[src/rtl/fetch_unit_pkg.sv]
// Shared CPU definitions: word width, default boot address, PC step helper,
// and the classification of an incoming instruction-memory response.
package fetch_unit_pkg;

  // Native instruction word width used across the CPU blocks.
  localparam int WORD_WIDTH = 32;

  // Default first fetch address after reset.
  localparam logic [WORD_WIDTH-1:0] RESET_PC_DEFAULT = 32'h0000_0000;

  // Bytes per instruction word, i.e. the sequential PC increment.
  function automatic int pc_step(input int data_width);
    return data_width / 8;
  endfunction

  // What happens to the response (if any) seen in a given cycle.
  typedef enum logic [1:0] {
    RSP_NONE  = 2'd0,  // no response this cycle
    RSP_PUSH  = 2'd1,  // live response, written to the queue
    RSP_DROP  = 2'd2,  // stale response from before a redirect, discarded
    RSP_FLUSH = 2'd3   // redirect cycle: any response discarded, drop reloaded
  } rsp_action_e;

endpackage

[src/rtl/fetch_fifo.sv]
// Prefetch queue: DEPTH entries of {instruction, pc4}, registered head,
// synchronous clear with priority over push/pop, occupancy count output.
module fetch_fifo
  import fetch_unit_pkg::*;
#(
  parameter int WIDTH = 64,
  parameter int DEPTH = 4
) (
  input  logic                   clk,
  input  logic                   rst,
  input  logic                   push,
  input  logic [WIDTH-1:0]       push_data,
  input  logic                   pop,
  input  logic                   clear,
  output logic [WIDTH-1:0]       head_data,
  output logic                   empty,
  output logic [$clog2(DEPTH):0] count
);

  localparam int AW = $clog2(DEPTH);
  localparam int CW = AW + 1;
  localparam logic [CW-1:0] FULL_COUNT = CW'(DEPTH);

  logic [WIDTH-1:0] mem_r [DEPTH];
  logic [AW-1:0]    wr_ptr_r;
  logic [AW-1:0]    rd_ptr_r;
  logic [CW-1:0]    count_r;
  logic             do_push_s;
  logic             do_pop_s;

  // Qualify push/pop against occupancy; clear suppresses both.
  always_comb begin
    do_push_s = 1'b0;
    do_pop_s  = 1'b0;
    if (clear) begin
      do_push_s = 1'b0;
      do_pop_s  = 1'b0;
    end else begin
      do_push_s = push && (count_r != FULL_COUNT);
      do_pop_s  = pop && (count_r != {CW{1'b0}});
    end
  end

  // Entry storage; contents are meaningless until counted as valid.
  always_ff @(posedge clk) begin
    if (do_push_s) begin
      mem_r[wr_ptr_r] <= push_data;
    end
  end

  // Read/write pointers; DEPTH is a power of two so they wrap naturally.
  always_ff @(posedge clk or posedge rst) begin
    if (rst) begin
      wr_ptr_r <= {AW{1'b0}};
      rd_ptr_r <= {AW{1'b0}};
    end else if (clear) begin
      wr_ptr_r <= {AW{1'b0}};
      rd_ptr_r <= {AW{1'b0}};
    end else begin
      if (do_push_s) begin
        wr_ptr_r <= wr_ptr_r + AW'(1);
      end
      if (do_pop_s) begin
        rd_ptr_r <= rd_ptr_r + AW'(1);
      end
    end
  end

  // Occupancy; simultaneous push and pop leaves it unchanged.
  always_ff @(posedge clk or posedge rst) begin
    if (rst) begin
      count_r <= {CW{1'b0}};
    end else if (clear) begin
      count_r <= {CW{1'b0}};
    end else begin
      case ({do_push_s, do_pop_s})
        2'b10:   count_r <= count_r + CW'(1);
        2'b01:   count_r <= count_r - CW'(1);
        default: count_r <= count_r;
      endcase
    end
  end

  assign head_data = mem_r[rd_ptr_r];
  assign empty     = (count_r == {CW{1'b0}});
  assign count     = count_r;

endmodule

[src/rtl/fetch_unit.sv]
// Instruction fetch front end: issues sequential fetches under a credit
// scheme, tracks in-flight requests, discards responses that belong to the
// path abandoned by a redirect, and buffers live instructions for decode.
module fetch_unit
  import fetch_unit_pkg::*;
#(
  parameter int                    ADDR_WIDTH = 32,
  parameter int                    DATA_WIDTH = WORD_WIDTH,
  parameter int                    DEPTH      = 4,
  parameter logic [ADDR_WIDTH-1:0] RESET_PC   = ADDR_WIDTH'(RESET_PC_DEFAULT)
) (
  input  logic                  clk,
  input  logic                  rst,
  input  logic                  redirect_valid,
  input  logic [ADDR_WIDTH-1:0] redirect_pc,
  output logic                  imem_req_valid,
  input  logic                  imem_req_ready,
  output logic [ADDR_WIDTH-1:0] imem_req_addr,
  input  logic                  imem_rsp_valid,
  input  logic [DATA_WIDTH-1:0] imem_rsp_data,
  output logic                  out_valid,
  input  logic                  out_ready,
  output logic [DATA_WIDTH-1:0] out_code,
  output logic [ADDR_WIDTH-1:0] out_pc4
);

  localparam int CW = $clog2(DEPTH) + 1;
  localparam int EW = DATA_WIDTH + ADDR_WIDTH;
  localparam logic [ADDR_WIDTH-1:0] STEP = ADDR_WIDTH'(pc_step(DATA_WIDTH));
  localparam logic [CW:0] CREDIT_LIMIT = (CW + 1)'(DEPTH);

  logic [ADDR_WIDTH-1:0] fetch_pc_r;
  logic [ADDR_WIDTH-1:0] rsp_pc_r;       // address of the next live response
  logic [CW-1:0]         outstanding_r;
  logic [CW-1:0]         drop_r;
  logic [CW-1:0]         outstanding_next_s;
  logic [CW-1:0]         fifo_count_s;
  logic [CW:0]           credit_sum_s;
  logic                  req_fire_s;
  logic                  push_s;
  logic                  pop_s;
  logic                  fifo_empty_s;
  logic [EW-1:0]         push_entry_s;
  logic [EW-1:0]         head_entry_s;
  rsp_action_e           rsp_action_s;

  // Credit check: every in-flight request already owns a queue slot, so the
  // queue can never overflow. Only registered state (and rst) is involved.
  always_comb begin
    credit_sum_s = {1'b0, fifo_count_s} + {1'b0, outstanding_r};
  end

  assign imem_req_valid = !rst && (credit_sum_s < CREDIT_LIMIT);
  assign imem_req_addr  = fetch_pc_r;
  assign req_fire_s     = imem_req_valid && imem_req_ready;

  // Classify this cycle's response: redirect beats everything, then stale
  // responses are dropped while the drop counter is non-zero.
  always_comb begin
    rsp_action_s = RSP_NONE;
    if (redirect_valid) begin
      rsp_action_s = RSP_FLUSH;
    end else if (imem_rsp_valid) begin
      if (drop_r != {CW{1'b0}}) begin
        rsp_action_s = RSP_DROP;
      end else begin
        rsp_action_s = RSP_PUSH;
      end
    end else begin
      rsp_action_s = RSP_NONE;
    end
  end

  // Next in-flight count: +1 per request fired, -1 per response returned.
  always_comb begin
    outstanding_next_s = outstanding_r;
    case ({req_fire_s, imem_rsp_valid})
      2'b10:   outstanding_next_s = outstanding_r + CW'(1);
      2'b01:   outstanding_next_s = outstanding_r - CW'(1);
      default: outstanding_next_s = outstanding_r;
    endcase
  end

  // In-flight request counter.
  always_ff @(posedge clk or posedge rst) begin
    if (rst) begin
      outstanding_r <= {CW{1'b0}};
    end else begin
      outstanding_r <= outstanding_next_s;
    end
  end

  // Fetch PC: a redirect wins over sequential advance; a request fired in
  // the redirect cycle used the old PC and is accounted as stale.
  always_ff @(posedge clk or posedge rst) begin
    if (rst) begin
      fetch_pc_r <= RESET_PC;
    end else if (redirect_valid) begin
      fetch_pc_r <= redirect_pc;
    end else if (req_fire_s) begin
      fetch_pc_r <= fetch_pc_r + STEP;
    end
  end

  // Drop counter: on redirect every request still in flight (including one
  // fired this cycle) becomes stale; each stale response decrements it.
  always_ff @(posedge clk or posedge rst) begin
    if (rst) begin
      drop_r <= {CW{1'b0}};
    end else begin
      case (rsp_action_s)
        RSP_FLUSH: drop_r <= outstanding_next_s;
        RSP_DROP:  drop_r <= drop_r - CW'(1);
        default:   drop_r <= drop_r;
      endcase
    end
  end

  // Address of the next live response: after a redirect the first live
  // response is for the target; afterwards it advances per accepted word.
  always_ff @(posedge clk or posedge rst) begin
    if (rst) begin
      rsp_pc_r <= RESET_PC;
    end else begin
      case (rsp_action_s)
        RSP_FLUSH: rsp_pc_r <= redirect_pc;
        RSP_PUSH:  rsp_pc_r <= rsp_pc_r + STEP;
        default:   rsp_pc_r <= rsp_pc_r;
      endcase
    end
  end

  assign push_s       = (rsp_action_s == RSP_PUSH);
  assign pop_s        = out_valid && out_ready;
  assign push_entry_s = {imem_rsp_data, rsp_pc_r + STEP};

  fetch_fifo #(
    .WIDTH (EW),
    .DEPTH (DEPTH)
  ) u_fifo (
    .clk       (clk),
    .rst       (rst),
    .push      (push_s),
    .push_data (push_entry_s),
    .pop       (pop_s),
    .clear     (redirect_valid),
    .head_data (head_entry_s),
    .empty     (fifo_empty_s),
    .count     (fifo_count_s)
  );

  assign out_valid = !fifo_empty_s;
  assign out_code  = head_entry_s[EW-1:ADDR_WIDTH];
  assign out_pc4   = head_entry_s[ADDR_WIDTH-1:0];

endmodule
[config.mk]
export PLATFORM = sky130hd
export DESIGN_NAME = fetch_unit
export DESIGN_NICKNAME = d
export VERILOG_FILES = /design/src/rtl/fetch_unit_pkg.sv /design/src/rtl/fetch_fifo.sv /design/src/rtl/fetch_unit.sv
export SDC_FILE = /design/constraint.sdc
export NUM_CORES = 1
export LEC_CHECK = 0
export CAP_MARGIN = 25
export CORE_AREA = 4 4 159 161
export DETAILED_ROUTE_END_ITERATION = 16
export DIE_AREA = 0 0 163 165
export GPL_ROUTABILITY_DRIVEN = 0
export HOLD_SLACK_MARGIN = 0.03
export PLACE_DENSITY = 0.89
export REMOVE_ABC_BUFFERS = 1
export SETUP_SLACK_MARGIN = 0.02
export SLEW_MARGIN = 25
export SYNTH_ARGS = -nofsm -noshare
export SYNTH_HDL_FRONTEND = slang
export SYNTH_SLANG_ARGS = --single-unit
[constraint.sdc]
create_clock -name clk -period 7.9 [get_ports clk]
set_input_delay 0.79 -clock clk [delete_from_list [all_inputs] [get_ports clk]]
set_output_delay 0.79 -clock clk [all_outputs]
set_load 0.02 [all_outputs]
Yosys cells after proc, flatten, opt, wreduce, memory -nomap -nowiden
Memories as Yosys holds them, arrays and structs flattened.
Cells that the tools add are included.
Word-level totals
  register bits: 77
  bits in latches: 0
  memory bits (writable): 256
  memory bits (read-only): 0
  logic and storage cells: 61
  memories kept: 1
Cells by class
  add/sub/neg operators: 10
  multipliers: 0
  div/mod/pow operators: 0
  magnitude comparators: 1
  eq/ne operators: 8
  shifts and indexed selects: 0
  multiplexer cells: 18
  bitwise gates (word level): 0
  reductions and logical operators: 16
Memory list
  u_fifo.mem_r: depth 4, width 64, read ports 1, clocked after Yosys merged registers in 0, write ports 1, line fetch_fifo.sv:24  | logic [WIDTH-1:0] mem_r [DEPTH];
Operators by type and width (number)
  $add A32 B3 Y32 const B: 2
  $mux W32: 2
  $pmux W32 S2: 1
  $pmux W3 S2: 3
  $mux W2: 7
  $reduce_bool A2 Y1: 5
  $reduce_bool A3 Y1: 3
  $sub A3 B1 Y3 const B: 3
  $eq A2 B2 Y1 const B: 4
  $add A3 B1 Y3 const B: 2
  $eq A2 B1 Y1 const B: 3
  $logic_and A1 B1 Y1: 5
  $add A2 B1 Y2 const B: 2
  $add A3 B3 Y4: 1
  $lt A4 B3 Y1 const B: 1
  $mux W1: 4
  $logic_not A3 Y1: 1
  $mux W3: 1
  $ne A3 B3 Y1 const B: 1
  $logic_not A1 Y1: 2

Logic depth before layout (Yosys ltp)
Gate-level depths: netlist of the first run.
  depth after elaboration: 10
  gate-level depth with buffers: 11
  depth with buffers taken out: 11

Cells and area by module
Synthesis of the first run repeated with hierarchy kept, for this count alone.
Unflattened totals
  cell total of the unflattened synthesis: 933
  area total of the unflattened synthesis: 14485.1 sq um
By module, submodules not included
  fetch_fifo: times used 1, cells each 401, area an instance 9809.4 sq um
  fetch_unit: times used 1, cells each 532, area an instance 4675.7 sq um

Worst setup path after synthesis of the first run
No wires, ideal clock.
  kind: input port to flip-flop
  start point: in imem_rsp_valid
  end point: mem u_fifo.mem_r[0][0], enable pin
  arrival: 3054 ps
  slack: 4417 ps
  stages: 4
  path through: nand3b_1 > a211oi_1 > clkbuf_1 > and2_1
On the way
  word-level cells in the longest chain between the ends: 7
Ends and longest elaborated chain
  from (decl): line fetch_unit.sv:19  | input logic imem_rsp_valid,
  $mux W2: line fetch_unit.sv:63  | end else if (imem_rsp_valid) begin
  $mux W2: line fetch_unit.sv:61  | if (redirect_valid) begin
  $eq A2 B1 Y1: line fetch_unit.sv:133  | assign push_s = (rsp_action_s == RSP_PUSH);
  $logic_and A1 B1 Y1: line fetch_fifo.sv:39  | do_push_s = push && (count_r != FULL_COUNT);
  $mux W1: line fetch_fifo.sv:35  | if (clear) begin
  $mux W1: line fetch_fifo.sv:46  | if (do_push_s) begin
  $mux W1 (implied by the code): line fetch_fifo.sv:47  | mem_r[wr_ptr_r] <= push_data;
  to (decl): line fetch_fifo.sv:24
No other way between the ends.

Worst setup path after layout of the first run
  start point: reg u_fifo.rd_ptr_r[0]
  end point: out out_pc4[7]
On the way
  word-level cells in the longest chain between the ends: 1
Ends and longest elaborated chain
  from (decl): line fetch_fifo.sv:26  | logic [AW-1:0] rd_ptr_r;
  from (signal assigned): line fetch_fifo.sv:55  | rd_ptr_r <= {AW{1'b0}};
  from (signal assigned): line fetch_fifo.sv:58  | rd_ptr_r <= {AW{1'b0}};
  from (signal assigned): line fetch_fifo.sv:64  | rd_ptr_r <= rd_ptr_r + AW'(1);
  $mem_v2 Z4 W64
  to (decl): line fetch_unit.sv:24  | output logic [ADDR_WIDTH-1:0] out_pc4
No other way between the ends.

==> results of run 1 <==
-- cell usage in the layout, fill, tap and decap left out, drive strengths merged, types with 2 or more instances in the layout --
master         count
nor3              19
ha                11
nand3             26
nor2              47
bufinv             3
a311oi             2
clkbuf            42
and4               7
mux2i              5
nor4               8
xor2              34
or2                3
a211oi             2
nor4b              3
nand2b            11
fa                 2
a21oi             13
a31oi              5
and2               6
and3              15
edfxtp           256
mux2              23
nand2             38
dfrtp             77
clkinvlp           3
inv               22
a21boi            17
clkinv             9
nand4             26
buf                6
or3                5
mux4              64
o21ai              9
clkdlybuf4s50    167
xnor2             52
-- routing by layer --
layer  vias up  routed length (um)
li1       3610                   -
met1      4020               12200
met2       250               14000
met3        33                1500
met4         0                 454
met5         -                   0
-- cells by family after synthesis --
logic type / share of synthesized area
adder cells (fa/ha/maj): 0.0126
buffers and inverters: 0.0177
AND/OR/NAND/NOR: 0.0848
AO/OA/AOI/OAI: 0.0238
flip-flops: 0.683
multiplexers: 0.124
XOR/XNOR: 0.0535
-- power by group --
group	switching, mW	internal, mW	leakage [nW]
Combinational	0.621	0.613	2.06
Clock	0.605	0.872	0.502
Sequential	0.105	2.02	3.20
Total	1.33	3.50	5.77
-- how the worst min path moves through the flow --
stage                                from                          to  slack, ps  depth (start not counted)
6_report       outstanding_r[2]$_DFF_PP0_  outstanding_r[2]$_DFF_PP0_        530                          1
5_1_grt        outstanding_r[2]$_DFF_PP0_  outstanding_r[2]$_DFF_PP0_        530                          1
4_1_cts        outstanding_r[2]$_DFF_PP0_  outstanding_r[2]$_DFF_PP0_        520                          1
3_5_place_dp   outstanding_r[2]$_DFF_PP0_  outstanding_r[2]$_DFF_PP0_        500                          1
3_3_place_gp   outstanding_r[2]$_DFF_PP0_  outstanding_r[2]$_DFF_PP0_        490                          1
2_1_floorplan  outstanding_r[2]$_DFF_PP0_  outstanding_r[2]$_DFF_PP0_        460                          1
-- registers in the layout (all words and copies together) (netlist names) --
register and cells:
rsp_pc_r 32, u_fifo.wr_ptr_r 2, outstanding_r 3, u_fifo.mem_r 256, u_fifo.rd_ptr_r 2, imem_req_addr 32
drop_r 3, u_fifo.count 3
-- metrics by stage --
step	cell area, um^2	utilization	hold WS (ps)	std cells
3_3_place_gp	16000	0.669	488	1310
3_5_place_dp	16000	0.670	495	1310
6_report	17100	0.713	527	1368
2_1_floorplan	13900	-	464	813
5_1_grt	17100	0.713	529	1368
4_1_cts	17100	0.713	520	1368
-- layout make-up --
| type | instances | area share |
|---|---|---|
| Inverter | 21 | 0.00462 |
| Sequential cell | 333 | 0.563 |
| Clock inverter | 16 | 0.00908 |
| Multi-Input combinational cell | 459 | 0.247 |
| Clock buffer | 42 | 0.0513 |
| Tap cell | 324 | 0.0237 |
| Timing Repair Buffer | 173 | 0.101 |
-- worst max-delay path, cell delays in order, from the launching register on --
cell and delay (ps):
sky130_fd_sc_hd__dfrtp_4 560, sky130_fd_sc_hd__buf_6 620, sky130_fd_sc_hd__mux4_2 640, sky130_fd_sc_hd__clkdlybuf4s50_1 560
==> flow_summary.ini, run 1 <==
[routing]
routed_wl_um = 28200
ant_nets = 0
route.detailed.drc = 0
avgRoutedWirePerCell_um = 20.6
via_per_inst = 5.78
first_iter_violations = 524
drt_pre_antenna_iters = 5
detailroute.via_count = 7913

[setup_path]
timing.critical_path.required_ps = 7110
ff2ff_path_depth = 6
worstReg2RegEnd = u_fifo.mem_r[2][43]$_DFFE_PP_
crit_start = u_fifo.rd_ptr_r[0]$_DFFE_PP0P_
worstSetupStartpointType = flop
setup.worst_path.class = flop to primary output
worst_setup_path_end_kind = primary output
timing.critical_path.fanout_max = 56
setup.worst_path.end = out_pc4[7]
worst_r2r_startpoint = drop_r[0]$_DFFE_PP0P_
cp_data_arrival_time_ps = 3010
r2r_slack_ps = 5020

[floorplan]
dieHeight_um = 165
core_area_um2 = 24000
core.rowCount = 57
effective_utilization_at_floorplan = 0.587
io-pin-count = 168
fp.dieW_um = 163
die_area_um2 = 26900

[timing]
setup_total_negative_slack_ps = 0
finalClockSkew_ps = 15.1
hold_violations = 0
setup_slack_ps = 4100
slew_at_the_pin_closest_to_its_max_slew_limit_ps = 1000
timing.final.crit_share = 0.481
setup_viol = 0
max-slew-margin-rel = 0.332
layout_min_cycle_time_ps = 3800
rsz0062_at_grt = no
clock.fmax_ghz = 0.263
slew_violations = 0

[global_routing]
wire_length_of_the_first_global_routing_pass_um = 44500
initial_antenna_violation_count = 0
global_route.usage.met2 = 0.356
maximum_number_of_pins_on_one_net_before_global_route_repair = 78
grt.total_usage = 0.211
gr-usage-met3 = 0.0282
grt_pass1_vias = 8182
overflow = 0
busiest_layer = met2
globalRouteMet1Util = 0.302

[final_layout]
layout-drive-gt1-share = 0.156
final-seq-area_um2 = 9620
multi_input_comb_area_um2 = 4220
area_growth_synth_to_finish_pct = 21.4
n_antenna_cell = 0
nFillCells = 1556
layout.nets = 1102

[clocking]
ctsRootBufferMaster = sky130_fd_sc_hd__clkbuf_16
clk_path_buf_depth = 3
post_cts_buffers = 0
clk_pin_slew_worst_paths_ps = 60
cts.repair.resized = 0
cts-buffers-inserted = 31
post_cts_hold_buffer_count = 0
clock_latency_ps = 550
clock_sinks = 333
tritoncts = built
cts_max_level = 1

[logic_synthesis]
synthDominantCellAreaShare = 0.546
netlist_instances = 853
ys_ff_latch = 333
synth_warnings = 0
synth_enable_flop_cells = 256
yosysUniqueCellTypes = 47
synth.area.top_cells = sky130_fd_sc_hd__edfxtp_1, sky130_fd_sc_hd__dfrtp_1, sky130_fd_sc_hd__mux4_2
post_synth_instance_area_um2 = 14100
synthDominantAreaCellType = sky130_fd_sc_hd__edfxtp_1
ys.flop_type = sky130_fd_sc_hd__edfxtp_1
synthArstFlopShare = 0.231
synth.cells.most_frequent = sky130_fd_sc_hd__edfxtp_1, sky130_fd_sc_hd__dfrtp_1, sky130_fd_sc_hd__mux4_2
avgSynthCellArea_um2 = 16.5
synth_seq_area_share = 0.683
synth.most_common_cell = sky130_fd_sc_hd__edfxtp_1

[power_and_ir_drop]
power_density_nw_per_um2 = 283
p_total_mw = 4.84
leakage_nw = 5.77
vdd_drop_max_v = 0.000140

[job]
maxCapViolCount = 0

[run_status]
status = complete, no violations

[placement]
preCtsSetupSlack_ps = 4280
port_buffers = 167
hpwl_um = 17600

[worst_hold_path]
worst_hold_path_type = flop to flop
Power figures use the tool's default switching activity.
==> run 2: changes to the inputs <==
- CORE_AREA: 4 4 159 161 -> 4 4 173 175
- DIE_AREA: 0 0 163 165 -> 0 0 177 179
- PLACE_DENSITY: 0.89 -> 0.8
- clock period: 7.9 -> 3.12 ns (I/O delays scaled with it)
==> run 2 against run 1 <==
Net effect: combinational power increased to 2.6 times the previous value; clock power increased to 2.7 times the previous value; global-route usage decreased by 2.8 points; final area increased by 2.3%; utilization decreased by 9.9 points; critical path type unchanged; largest cell class unchanged.
==> flow_summary.ini, run 2 (synthesis results as in run 1) <==
[final_layout]
most_common_cell_after_layout_fill_and_taps_aside = sky130_fd_sc_hd__edfxtp_1
top_register = u_fifo.mem_r
layout.nets = 1124
layout.core_utilization = 0.614
n_antenna_cell = 0
stdcell_area_um2 = 17500
nFillCells = 2130
layout_common_cells = sky130_fd_sc_hd__edfxtp_1, sky130_fd_sc_hd__clkdlybuf4s50_1, sky130_fd_sc_hd__dfrtp_1, sky130_fd_sc_hd__mux4_2, sky130_fd_sc_hd__xnor2_1
layout-drive-gt1-share = 0.169
finish.cell_count_without_fillers = 1450
largest_reg_flops = 256
area_growth_synth_to_finish_pct = 24.2

[floorplan]
die_area_um2 = 31700
effective_utilization_at_floorplan = 0.494
fp.dieW_um = 177
io-pin-count = 168
core_area_um2 = 28500
dieHeight_um = 179
core.rowCount = 62

[timing]
max-slew-margin-rel = 0.566
finalClockSkew_ps = 13.7
clock.fmax_ghz = 0.340
hold_violations = 0
setup_slack_ps = 180
worst_hold_slack_ps = 261
rsz0062_at_grt = no
layout_min_cycle_time_ps = 2940
setup_viol = 0
setup_total_negative_slack_ps = 0
slew_at_the_pin_closest_to_its_max_slew_limit_ps = 645
slew_violations = 0
timing.final.crit_share = 0.942

[setup_path]
timing.critical_path.fanout_max = 32
timing.critical_path.cells = buf_12, mux4_2, clkdlybuf4s50_1
timing.critical_path.required_ps = 2810
timing.critical_path.buf_inv = 2
worst_setup_path_end_kind = primary output
slowest_stage = sky130_fd_sc_hd__dfrtp_4
worst_r2r_startpoint = rsp_pc_r[2]$_DFFE_PP0P_
setup.worst_path.class = flop to primary output
cp_data_arrival_time_ps = 2630
critPathTopFamily = buffers and inverters
worstSetupStartpointType = flop
r2r_slack_ps = 590
worstReg2RegEnd = u_fifo.mem_r[0][26]$_DFFE_PP_
critical_path.max_stage_delay_ps = 650
ff2ff_path_depth = 6

[clocking]
post_cts_hold_buffer_count = 0
post_cts_buffers = 0
tritoncts = built
clk_pin_slew_worst_paths_ps = 60
clk_path_buf_depth = 3
ctsRootBufferMaster = sky130_fd_sc_hd__clkbuf_16
clock_sinks = 333
cts_max_level = 2
cts-buffers-inserted = 36
clock_latency_ps = 510
cts.repair.resized = 0

[power_and_ir_drop]
cellInternalPower_mw = 9.14
p_total_mw = 12.6
power_density_nw_per_um2 = 722
netSwitchingPower_mw = 3.47
vdd_drop_max_v = 0.000373
share_seq_of_total_power = 0.428
leakage_nw = 5.92
power.share.combinational = 0.251
portion_of_total_power_attributed_to_the_clock_network = 0.321
switching_part_of_the_total_power = 0.275

[global_routing]
grt.total_usage = 0.183
overflow = 0
maximum_number_of_pins_on_one_net_before_global_route_repair = 54
wire_length_of_the_first_global_routing_pass_um = 45600
initial_antenna_violation_count = 0
grt_pass1_vias = 8186

[placement]
preCtsSetupSlack_ps = 528
placement.cell_area_um2 = 16400
hpwl_um = 19100
port_buffers = 167
placed_cells = 1387

[routing]
via_per_inst = 5.44
drt_pre_antenna_iters = 5
detailroute.via_count = 7883
ant_nets = 0
routed_wl_um = 28700
route.detailed.drc = 0
first_iter_violations = 532
avgRoutedWirePerCell_um = 19.8

[run_status]
status = complete, no violations

[worst_hold_path]
worst_hold_path_type = input pin to asynchronous set/reset pin

[job]
maxCapViolCount = 0
-- run 2: routing by layer --
layer	global-route usage	wire length (um)	vias up
met2	0.305	14000	228
met5	0	0	-
met1	0.255	12700	3968
li1	-	-	3645
met3	0.0293	1400	42
met4	0.0500	567	0
-- run 2: final cells by class --
class                   instances  area [um^2]  share of cell area
clock buffers                  49          960              0.0549
clock inverters                14          163             0.00931
inverters                      21         78.8             0.00451
multi-input cells             459         4220               0.241
flip-flops and latches        333         9620               0.551
well taps                     384          480              0.0275
repair buffers                190         1960               0.112
-- run 2: power by group through the flow --
stage / Combinational (mW) / Clock [mW] / Sequential (mW)
2_1_floorplan: 1.77 / 0 / 5.61
3_3_place_gp: 3.16 / 0 / 5.48
3_5_place_dp: 3.21 / 0 / 5.49
4_1_cts: 3.22 / 4.13 / 5.40
5_1_grt: 3.41 / 4.33 / 5.45
6_report: 3.16 / 4.04 / 5.40
-- run 2: worst max path at each step --
| stage | from | to | slack, ps | depth (start not counted) |
|---|---|---|---|---|
| 6_report | u_fifo.rd_ptr_r[0]$_DFFE_PP0P_ | out_pc4[10] | 180 | 3 |
| 5_1_grt | u_fifo.rd_ptr_r[0]$_DFFE_PP0P_ | out_pc4[10] | 30 | 3 |
| 4_1_cts | u_fifo.rd_ptr_r[0]$_DFFE_PP0P_ | out_pc4[10] | 100 | 3 |
| 3_5_place_dp | rst | imem_req_addr[31]$_DFFE_PP0N_ | 530 | 6 |
| 3_3_place_gp | rst | imem_req_addr[25]$_DFFE_PP0N_ | 580 | 6 |
| 2_1_floorplan | drop_r[0]$_DFFE_PP0P_ | u_fifo.mem_r[0][0]$_DFFE_PP_ | -610 | 5 |
==> run 3: changes to the inputs <==
- CORE_AREA: 4 4 173 175 -> 4 4 174 176
- CTS_CLUSTER_SIZE: unset -> 30
- DIE_AREA: 0 0 177 179 -> 0 0 178 180
- PLACE_DENSITY: 0.8 -> 0.81
- SYNTH_HIERARCHICAL: unset -> 1
==> run 3 against run 2 <==
Net effect: sequential power decreased by 4%; flip-flop and latch count unchanged; maximum frequency about the same; critical path depth increased by 1; via count increased by 15%.
==> flow_summary.ini, run 3 <==
[run_status]
status = complete, no violations

[setup_path]
setup.worst_path.class = flop to primary output
setup.worst_path.end = imem_req_valid
ff2ff_path_depth = 10
worstReg2RegEnd = drop_r[2]$_DFFE_PP0P_
timing.critical_path.fanout_max = 13
worst_r2r_startpoint = u_fifo/count[1]$_DFFE_PP0P_
critical_path.max_stage_delay_ps = 620
cp_data_arrival_time_ps = 2630
slowest_stage = sky130_fd_sc_hd__clkdlybuf4s50_1
crit_start = u_fifo/count[2]$_DFFE_PP0P_
worstSetupStartpointType = flop
r2r_slack_ps = 390
cp_num_cells = 4
timing.critical_path.cells = ha_1, or4_4, nor2_1, clkdlybuf4s50_1
critPathTopFamily = simple AND/OR/NAND/NOR gates
worst_setup_path_end_kind = primary output
timing.critical_path.required_ps = 2810
timing.critical_path.buf_inv = 1

[timing]
slew_violations = 0
hold_violations = 0
timing.final.crit_share = 0.942
layout_min_cycle_time_ps = 2940
slew_at_the_pin_closest_to_its_max_slew_limit_ps = 839
max-slew-margin-rel = 0.436
setup_viol = 0
rsz0062_at_grt = no
setup_total_negative_slack_ps = 0
clock.fmax_ghz = 0.340
finalClockSkew_ps = 14.2

[final_layout]
n_antenna_cell = 0
layout.nets = 1193
finish.cell_count_without_fillers = 1521
area_growth_synth_to_finish_pct = 23.2
top_register = u_fifo/mem_r
most_common_cell_after_layout_fill_and_taps_aside = sky130_fd_sc_hd__edfxtp_1
stdcell_area_um2 = 17800
layout.core_utilization = 0.623
layout_common_cells = sky130_fd_sc_hd__edfxtp_1, sky130_fd_sc_hd__clkdlybuf4s50_1, sky130_fd_sc_hd__dfrtp_1, sky130_fd_sc_hd__mux4_2, sky130_fd_sc_hd__nor2_1
largest_reg_flops = 256
layout-drive-gt1-share = 0.154

[logic_synthesis]
post_synth_instance_area_um2 = 14500
ys.flop_type = sky130_fd_sc_hd__edfxtp_1
avgSynthCellArea_um2 = 15.5
synth.most_common_cell = sky130_fd_sc_hd__edfxtp_1
netlist_instances = 933
synthDominantCellAreaShare = 0.531
synth.area.top_cells = sky130_fd_sc_hd__edfxtp_1, sky130_fd_sc_hd__dfrtp_1, sky130_fd_sc_hd__mux4_2
ys_ff_latch = 333
yosysUniqueCellTypes = 63
synth_enable_flop_cells = 256
synthArstFlopShare = 0.231
synth_warnings = 6
synth.cells.most_frequent = sky130_fd_sc_hd__edfxtp_1, sky130_fd_sc_hd__dfrtp_1, sky130_fd_sc_hd__mux4_2
synth_seq_area_share = 0.664
synthDominantAreaCellType = sky130_fd_sc_hd__edfxtp_1

[routing]
drt_pre_antenna_iters = 5
route.detailed.drc = 0
first_iter_violations = 769
ant_nets = 0
avgRoutedWirePerCell_um = 21.7
via_per_inst = 5.95
routed_wl_um = 33000
detailroute.via_count = 9055

[power_and_ir_drop]
vdd_drop_max_v = 0.000337
leakage_nw = 5.92
power_density_nw_per_um2 = 589

[global_routing]
initial_antenna_violation_count = 0
overflow = 0
maximum_number_of_pins_on_one_net_before_global_route_repair = 65
grt.total_usage = 0.205
grt_pass1_vias = 9252
wire_length_of_the_first_global_routing_pass_um = 51800

[floorplan]
core_area_um2 = 28600
effective_utilization_at_floorplan = 0.506
fp.dieW_um = 178
io-pin-count = 168
dieHeight_um = 180
die_area_um2 = 32000
core.rowCount = 62

[clocking]
cts.repair.resized = 0
cts-buffers-inserted = 36
clock_sinks = 333
post_cts_buffers = 0
post_cts_hold_buffer_count = 0
clock_latency_ps = 510
ctsRootBufferMaster = sky130_fd_sc_hd__clkbuf_16
tritoncts = built
clk_pin_slew_worst_paths_ps = 60
cts_max_level = 2
clk_path_buf_depth = 3

[job]
maxCapViolCount = 0

[placement]
hpwl_um = 22000
placed_cells = 1456
port_buffers = 167
placement.cell_area_um2 = 16700

[worst_hold_path]
worst_hold_path_type = input pin to asynchronous set/reset pin
-- run 3: power breakdown --
group | total, mW | switching, mW | internal, mW
sequential | 5.21 | 0.201 | 5.01
clock | 4.09 | 1.67 | 2.42
combinational | 1.20 | 0.665 | 0.536
-- run 3: worst min path at each step --
stage	slack [ps]	endpoint	cells past startpoint
floorplan	120	u_fifo/count[0]$_DFFE_PP0P_	1
global placement	490	u_fifo/mem_r[2][0]$_DFFE_PP_	0
detailed placement	490	outstanding_r[2]$_DFF_PP0_	1
CTS	180	u_fifo/count[0]$_DFFE_PP0P_	2
global route	250	u_fifo/count[0]$_DFFE_PP0P_	2
finish	200	u_fifo/count[0]$_DFFE_PP0P_	2
-- run 3: through the flow --
| stage | setup WS, ps | hold WS, ps | power [mW] |
|---|---|---|---|
| 6_report | 182 | 203 | 10.5 |
| 5_1_grt | 48.3 | 246 | 10.9 |
| 4_1_cts | 189 | 183 | 10.6 |
| 3_5_place_dp | 374 | 487 | 6.48 |
| 3_3_place_gp | 420 | 492 | 6.43 |
| 2_1_floorplan | -584 | 115 | 5.93 |
-- run 3: cells by family after synthesis --
kind of cell | synth area share
compound gates | 0.0560
xor+xnor | 0.0314
fa+ha+maj | 0.0123
buf+inv | 0.0264
flops | 0.664
mux | 0.110
simple gates | 0.100
-- run 3: final cells by class --
| type | instances | area, um^2 |
|---|---|---|
| Clock inverter | 17 | 163 |
| Multi-Input combinational cell | 516 | 4500 |
| Clock buffer | 48 | 988 |
| Inverter | 28 | 105 |
| Sequential cell | 333 | 9620 |
| Tap cell | 384 | 480 |
| Timing Repair Buffer | 195 | 1990 |
| Fill cell | 2057 | 10800 |
-- run 3: routing by layer --
metal	wire [um]	up-vias	part of all wire	track usage
li1	-	4064	-	-
met1	13900	4570	0.42	0.294
met2	16000	359	0.48	0.324
met3	2340	62	0.071	0.0420
met4	753	0	0.023	0.0569
met5	0	-	0	0
-- run 3: worst reg2reg max path: stages (launching register included) --
cell and delay (ps):
sky130_fd_sc_hd__dfrtp_1 490, sky130_fd_sc_hd__ha_1 350, sky130_fd_sc_hd__nand3_1 190, sky130_fd_sc_hd__nand3_1 250
sky130_fd_sc_hd__ha_1 220, sky130_fd_sc_hd__inv_1 70, sky130_fd_sc_hd__fa_1 370, sky130_fd_sc_hd__xor2_1 160
sky130_fd_sc_hd__nor2_1 150, sky130_fd_sc_hd__xor2_1 100, sky130_fd_sc_hd__mux2_2 270
